[src/rtl/bm_search_sequencer.sv]
// rtl/bm_search_sequencer.sv - candidate offset sequencer for stereo block matching; optional BM_SEQ_PERF_EN perf counters
module bm_search_sequencer #(
  parameter int num_h_offsets   = 48,
  parameter int num_v_offsets   = 4,
  parameter int max_outstanding = 4
) (
  input  logic        clk,
  input  logic        reset,
  input  logic        blk_valid,
  output logic        blk_ready,
  input  logic [15:0] blk_index,
  output logic        cand_valid,
  input  logic        cand_ready,
  output logic [15:0] cand_coords,
  output logic [15:0] cand_blk_index,
  output logic        cand_first,
  output logic        cand_last,
  input  logic        res_valid,
  input  logic        flush,
  output logic        busy,
  output logic [3:0]  outstanding,
  output logic        res_underflow
`ifdef BM_SEQ_PERF_EN
  ,
  output logic [31:0] perf_stall_cycles,
  output logic [31:0] perf_blocks_done
`endif
);

  typedef enum logic {IDLE = 1'b0, SCAN = 1'b1} state_t;

  localparam logic [7:0] H_LAST  = 8'(num_h_offsets - 1);
  localparam logic [7:0] V_LAST  = 8'(num_v_offsets - 1);
  localparam logic [3:0] MAX_OUT = 4'(max_outstanding);

  state_t      state_q, state_d;
  logic [7:0]  h_cnt_q, h_cnt_d;
  logic [7:0]  v_cnt_q, v_cnt_d;
  logic [15:0] blk_idx_q, blk_idx_d;
  logic [3:0]  outstanding_q, outstanding_d;
  logic        underflow_q, underflow_d;
  logic        first_q, first_d;
  logic        last_q, last_d;
  logic        last_hs;

  assign blk_ready      = (state_q == IDLE) && (outstanding_q < MAX_OUT) && !flush;
  assign cand_valid     = (state_q == SCAN);
  assign cand_coords    = {v_cnt_q, h_cnt_q};
  assign cand_blk_index = blk_idx_q;
  assign cand_first     = first_q;
  assign cand_last      = last_q;
  assign busy           = (state_q == SCAN) || (outstanding_q != 4'd0);
  assign outstanding    = outstanding_q;
  assign res_underflow  = underflow_q;

  // Next-state: scan walk (v ascending, h descending), in-flight accounting, flush abort
  always_comb begin
    state_d       = state_q;
    h_cnt_d       = h_cnt_q;
    v_cnt_d       = v_cnt_q;
    blk_idx_d     = blk_idx_q;
    outstanding_d = outstanding_q;
    underflow_d   = underflow_q;
    last_hs       = (state_q == SCAN) && cand_ready && last_q;

    if (flush) begin
      state_d       = IDLE;
      outstanding_d = 4'd0;
    end else begin
      if (state_q == IDLE) begin
        if (blk_valid && blk_ready) begin
          state_d   = SCAN;
          blk_idx_d = blk_index;
          v_cnt_d   = 8'd0;
          h_cnt_d   = H_LAST;
        end
      end else if (cand_ready) begin
        if (last_q) begin
          state_d = IDLE;
        end else if (h_cnt_q == 8'd0) begin
          h_cnt_d = H_LAST;
          v_cnt_d = v_cnt_q + 8'd1;
        end else begin
          h_cnt_d = h_cnt_q - 8'd1;
        end
      end

      // A finishing block and a returning result in the same cycle cancel out
      if (last_hs && !res_valid) begin
        outstanding_d = outstanding_q + 4'd1;
      end else if (res_valid && !last_hs) begin
        if (outstanding_q == 4'd0) begin
          underflow_d = 1'b1;
        end else begin
          outstanding_d = outstanding_q - 4'd1;
        end
      end
    end

    first_d = (state_d == SCAN) && (v_cnt_d == 8'd0) && (h_cnt_d == H_LAST);
    last_d  = (state_d == SCAN) && (v_cnt_d == V_LAST) && (h_cnt_d == 8'd0);
  end

  // State and output registers
  always_ff @(posedge clk or posedge reset) begin
    if (reset) begin
      state_q       <= IDLE;
      h_cnt_q       <= 8'd0;
      v_cnt_q       <= 8'd0;
      blk_idx_q     <= 16'd0;
      outstanding_q <= 4'd0;
      underflow_q   <= 1'b0;
      first_q       <= 1'b0;
      last_q        <= 1'b0;
    end else begin
      state_q       <= state_d;
      h_cnt_q       <= h_cnt_d;
      v_cnt_q       <= v_cnt_d;
      blk_idx_q     <= blk_idx_d;
      outstanding_q <= outstanding_d;
      underflow_q   <= underflow_d;
      first_q       <= first_d;
      last_q        <= last_d;
    end
  end

`ifdef BM_SEQ_PERF_EN
  logic [31:0] stall_q, stall_d;
  logic [31:0] done_q, done_d;

  assign perf_stall_cycles = stall_q;
  assign perf_blocks_done  = done_q;

  // Free-running wrap counters; flush deliberately leaves them alone
  always_comb begin
    stall_d = stall_q;
    done_d  = done_q;
    if (cand_valid && !cand_ready) stall_d = stall_q + 32'd1;
    if (res_valid) done_d = done_q + 32'd1;
  end

  // Perf counter registers
  always_ff @(posedge clk or posedge reset) begin
    if (reset) begin
      stall_q <= 32'd0;
      done_q  <= 32'd0;
    end else begin
      stall_q <= stall_d;
      done_q  <= done_d;
    end
  end
`endif

endmodule

[config.mk]
export PLATFORM = sky130hd
export DESIGN_NAME = bm_search_sequencer
export DESIGN_NICKNAME = d
export VERILOG_FILES = /design/src/rtl/bm_search_sequencer.sv
export SDC_FILE = /design/constraint.sdc
export NUM_CORES = 1
export LEC_CHECK = 0
export ABC_AREA = 0
export ABC_CLOCK_PERIOD_IN_PS = 5800
export CAP_MARGIN = 20
export CORE_UTILIZATION = 34
export DETAILED_ROUTE_END_ITERATION = 7
export PLACE_DENSITY = 0.66
export REMOVE_ABC_BUFFERS = 1
export SYNTH_ARGS = -nofsm -noshare
export SYNTH_HDL_FRONTEND = slang
export SYNTH_SLANG_ARGS = --single-unit
[constraint.sdc]
create_clock -name clk -period 5.8 [get_ports clk]
set_clock_uncertainty 0.05 [all_clocks]
set_input_delay 1.16 -clock clk [delete_from_list [all_inputs] [get_ports clk]]
set_output_delay 1.16 -clock clk [all_outputs]
set_load 0.02 [all_outputs]
==> flow_summary.toml, run 1 <==
[outcome]
status = "complete, no violations"

[sta]
finalSetupViolCount = 0
clock.fmax_mhz = 248
min_period_over_period = 0.694
holdWs_ns = 0.425
rsz0062_at_grt = "false"
tns_ns = 0
relSlewSlack = 0.503
period_needed_ns = 4.02
slew_violations = 0
layout_setup_ws_ns = 1.78
hold_viol = 0
tightestPinTransition_ns = 0.744

[cells_and_area]
fillerInstances = 589
mostFrequentLayoutCells = "nand2_1, clkdlybuf4s50_1, dfrtp_1, nor2_1, nand3_1"
final_cells = 382
drive_gt1_frac = 0.0619
regArea_sq_um = 1000
diodes = 0
syn_to_final_growth_pct = 36.5
final_common_cell = "nand2_1"
fin_nets = 334
multi_input_area_sq_um = 1120

[placement]
portBuffers = 63
gp_congestion = 0.839
dp_slack_ns = 1.63
dp.final_hpwl_um = 4020
place_inst = 374

[clock_tree]
cts.clk_slew.worst_paths_ns = 0.08
clockRootBuffer = "clkbuf_8"
cts_resized = 0
clock_latency_ns = 0.28
cts_buffers = 5
cts.sinks = 40
ctsLongestPathBuffers = 2
cts_tree = "built"
ctsHoldBuffers = 0
htreeDepth = 2
postCtsSetupBuffers = 0

[power_and_ir_drop]
p_sw_uw = 474
irDropWorstVdd_v = 0.000200
leakage_nw = 1.32
comb_power_share = 0.450
power.internal_uw = 776
switching_share = 0.379
seq_power_share = 0.354
p_per_area_nw_per_um2 = 416
p_clk_frac = 0.196

[drt]
viasPerCell = 5.22
drtAntennaViolNets = 0
wl_per_cell_um = 14.7
dr_total_vias = 1994
drt-total-wl_um = 5610
drtPass1Iterations = 4
first_iter_violations = 114
drc = 0

[synthesis]
synth_cell_types = 48
synth.area.top_cells = "dfrtp_1, nand2_1, ha_1"
syn_inst = 245
synth_seq_cells = 40
syn-cell-area_sq_um = 2200
synth_top_area_frac = 0.455
synth_largest_area_cell = "dfrtp_1"
synthArstFlopShare = 1.00
synth_enable_flop_cells = 0
ys_seq_area_frac = 0.455
synth-main-ff-cell = "dfrtp_1"
avgSynthCellArea_sq_um = 8.98
ys_warn_count = 0

[setup_path]
start_kind = "input pin"
startpoint = "flush"
crit_path_end_kind = "primary output"
cp_cell_sequence = "clkdlybuf4s50_1 -> nor4_1 -> clkdlybuf4s50_1"
cp_common_cell = "clkdlybuf4s50_1"
criticalPathCategory = "in -> out"
required_ns = 4.59
reg2reg_from = "h_cnt_q[0]"
max_stage_delay_ns = 0.70
cp_slowest_cell = "clkdlybuf4s50_1"
critPathArrivalTime_ns = 2.81
worstPathMaxFanout = 18

[grt]
grt_pass1_wl_um = 9330
grt_start_max_net_pins = 41
grt.total_usage = 0.183
antenna_found_initial = 0
grt_overflow = 0
first_global_vias = 1879

[hold_path]
hp-class = "reg -> reg"
min-delay-start = "res_underflow"

[floorplanning]
rows = 28
start_util = 0.361
die_y_um = 82.4
ios = 64
dieArea_sq_um = 6790
die_w_um = 82.4
core_sq_um = 6100

[job]
maxCapViolCount = 0
## layout make-up
type | count | share of cell area
multi-input cells | 188 | 0.372
repair buffers | 64 | 0.213
well taps | 75 | 0.0313
clock buffers | 7 | 0.0321
flip-flops and latches | 40 | 0.333
clock inverters | 1 | 0.0100
inverters | 7 | 0.00875
## worst max-delay path: cells and delay by family
kind,cells,cell delay (ns)
AND/OR/NAND/NOR,1,0.30
buffers and inverters,2,1.35
## kinds of logic after synthesis
| logic type | after synthesis | share of synthesized area |
|---|---|---|
| xor gates and xnor gates | 8 | 0.0319 |
| AOI/OAI and AO/OA | 29 | 0.0848 |
| adders and majority gates | 6 | 0.0375 |
| and+or+nand+nor | 141 | 0.336 |
| DFF | 40 | 0.455 |
| buffers and inverters | 17 | 0.0370 |
| muxes | 4 | 0.0182 |
## worst paths after layout
kind / cells past startpoint / to / slack (ns)
min in group asynchronous: 3 / cand_blk_index[11] / 1.26
min: 1 / res_underflow / 0.43
max reg2reg: 8 / cand_first / 2.78
max: 3 / blk_ready / 1.78
min reg2reg: 1 / res_underflow / 0.43
max in group asynchronous: 3 / cand_blk_index[8] / 4.09
## state kept, by name, summed over array words and instances, names as in the netlist
register / flops
v_cnt_q: 8
h_cnt_q: 8
cand_first: 1
res_underflow: 1
cand_valid: 1
cand_last: 1
outstanding: 4
cand_blk_index: 16
## synth_stat cells (2+ instances only)
library cell	count
a21o_1	2
a21oi_1	5
and4_1	4
buf_2	2
buf_6	2
clkbuf_1	6
dfrtp_1	40
ha_1	5
inv_1	7
mux2i_1	4
nand2_1	71
nand2b_1	2
nand3_1	10
nand3b_1	2
nand4_1	6
nor2_1	16
nor2b_1	2
nor3_1	4
nor4_1	4
o211ai_1	6
o21ai_0	8
o21ai_1	3
or4_1	2
or4b_1	2
xnor2_1	5
xor2_1	3
## per-layer routing
metal	GRT usage	vias to the layer above	wire [um]
li1	-	969	-
met1	0.250	958	2620
met2	0.287	63	2600
met3	0.0363	4	312
met4	0.0649	0	76
met5	0	-	0
## per-stage QoR
step                cell area [sq um]  power [mW]  utilization
floorplan                        2140       0.748            -
global placement                 2880        1.01        0.472
detailed placement               2880        1.01        0.472
CTS                              3000        1.26        0.493
global route                     3000        1.34        0.493
finish                           3000        1.25        0.493
## power by group through the flow
| stage | Clock (mW) | Combinational (mW) | Sequential [mW] |
|---|---|---|---|
| 2_1_floorplan | 0 | 0.215 | 0.533 |
| 6_report | 0.245 | 0.563 | 0.442 |
| 5_1_grt | 0.267 | 0.618 | 0.457 |
| 3_5_place_dp | 0 | 0.565 | 0.448 |
| 3_3_place_gp | 0 | 0.558 | 0.447 |
| 4_1_cts | 0.252 | 0.569 | 0.443 |
(Power assumes the default switching activity.)
==> run 2, diff against run 1 <==
--- a/config.mk
+++ b/config.mk
@@ -6,11 +6,11 @@
 export NUM_CORES = 1
 export LEC_CHECK = 0
 export ABC_AREA = 0
-export ABC_CLOCK_PERIOD_IN_PS = 5800
+export ABC_CLOCK_PERIOD_IN_PS = 3700
 export CAP_MARGIN = 20
 export CORE_UTILIZATION = 34
 export DETAILED_ROUTE_END_ITERATION = 7
-export PLACE_DENSITY = 0.66
+export PLACE_DENSITY = 0.68
 export REMOVE_ABC_BUFFERS = 1
 export SYNTH_ARGS = -nofsm -noshare
 export SYNTH_HDL_FRONTEND = slang
==> constraint.sdc (replaced) <==
create_clock -name clk -period 3.7 [get_ports clk]
set_clock_uncertainty 0.05 [all_clocks]
set_input_delay 0.74 -clock clk [delete_from_list [all_inputs] [get_ports clk]]
set_output_delay 0.74 -clock clk [all_outputs]
set_load 0.02 [all_outputs]
==> run 2 against run 1 <==
Sequential cell count is the same; global-route usage shrank 0.83 points; non-clock buffer count grew 2; setup slack lost 1.1 ns; first-iteration DRC count grew 23%; sequential power grew 56%; largest power group unchanged; register-to-register slack lost 2.1 ns; critical endpoint is now cand_first.
==> flow_summary.toml, run 2 (synthesis results as in run 1) <==
[outcome]
status = "complete, no violations"

[power_and_ir_drop]
p_per_area_nw_per_um2 = 619
leakage_nw = 1.31
irDropWorstVdd_v = 0.000317

[clock_tree]
clockRootBuffer = "clkbuf_8"
ctsLongestPathBuffers = 2
cts.clk_slew.worst_paths_ns = 0.07
cts_tree = "built"
cts_resized = 0
postCtsSetupBuffers = 0
clock_latency_ns = 0.29
htreeDepth = 2
cts.sinks = 40
ctsHoldBuffers = 0
cts_buffers = 5

[job]
maxCapViolCount = 0

[sta]
rsz0062_at_grt = "false"
period_needed_ns = 3.05
finalSetupViolCount = 0
tightestPinTransition_ns = 0.512
layout_setup_ws_ns = 0.648
relSlewSlack = 0.656
slew_violations = 0
hold_viol = 0
holdWs_ns = 0.422
min_period_over_period = 0.825
tns_ns = 0
clock.fmax_mhz = 328

[cells_and_area]
syn_to_final_growth_pct = 35.0
utilization = 0.487
largest_reg_flops = 16
fillerInstances = 590
diodes = 0
final_common_cell = "nand2_1"
drive_gt1_frac = 0.0617
fin_nets = 336
mostFrequentLayoutCells = "nand2_1, clkdlybuf4s50_1, dfrtp_1, nor2_1, nand3_1"
final_cells = 383

[grt]
grt_start_max_net_pins = 29
antenna_found_initial = 0
grt.total_usage = 0.175
first_global_vias = 1788
grt_pass1_wl_um = 8800
grt_overflow = 0

[drt]
dr_total_vias = 1971
viasPerCell = 5.15
drtPass1Iterations = 4
first_iter_violations = 140
wl_per_cell_um = 14.3
drt-total-wl_um = 5470
drtAntennaViolNets = 0
drc = 0

[floorplanning]
dieArea_sq_um = 6790
start_util = 0.361
die_y_um = 82.4
ios = 64
core_sq_um = 6100
rows = 28
die_w_um = 82.4

[placement]
place_inst = 376
dp_slack_ns = 0.429
portBuffers = 63
gp_congestion = 0.845
dp.final_hpwl_um = 4090

[setup_path]
required_ns = 3.85
criticalPathCategory = "reg -> reg"
start_kind = "flip-flop"
critPathArrivalTime_ns = 3.20
crit_path_end_kind = "flip-flop"
worstPathMaxFanout = 6

[hold_path]
hp-class = "reg -> reg"
run 2: path summary, 6_finish.rpt:
| kind | cells after the start | to | slack [ns] | startpoint |
|---|---|---|---|---|
| worst max register to register | 8 | cand_first | 0.65 | h_cnt_q[0] |
| max in group asynchronous | 3 | v_cnt_q[6] | 2.15 | reset |
| min in group asynchronous | 2 | cand_blk_index[6] | 0.71 | reset |
| worst max-delay path | 8 | cand_first | 0.65 | h_cnt_q[0] |
| worst min register to register | 1 | res_underflow | 0.42 | res_underflow |
| worst min-delay path | 1 | res_underflow | 0.42 | res_underflow |
run 2: metrics by stage:
step	cell area, sq um	power (mW)
2_1_floorplan	2140	1.17
5_1_grt	2970	1.98
3_5_place_dp	2890	1.59
4_1_cts	2970	1.87
6_report	2970	1.84
3_3_place_gp	2890	1.58
run 2: worst max-delay path, stage by stage (launching register included):
cell and delay [ns]:
dfrtp_1 0.45, inv_1 0.11, ha_1 0.26, or4b_1 0.51, nor3_1 0.45, nand4_1 0.22, mux2i_1 0.17, or4b_1 0.54
nor3_1 0.22
run 2: layout make-up:
cell class	count	area, sq um	share of cell area
multi-input cells	188	1120	0.376
flip-flops and latches	40	1000	0.337
repair buffers	66	653	0.220
well taps	75	93.8	0.0316
clock buffers	6	72.6	0.0244
inverters	7	26.3	0.00885
clock inverters	1	5.00	0.00169
run 2: where the power goes:
group	internal, mW	switching [mW]	total (mW)
Clock	0.128	0.140	0.269
Combinational	0.418	0.462	0.880
Sequential	0.565	0.126	0.691
run 2: per-layer routing:
layer,global-route usage,vias to the layer above,routed length [um]
met4,0.0754,0,108
li1,-,970,-
met5,0,-,0
met3,0.0440,7,351
met1,0.244,926,2570
met2,0.255,68,2440
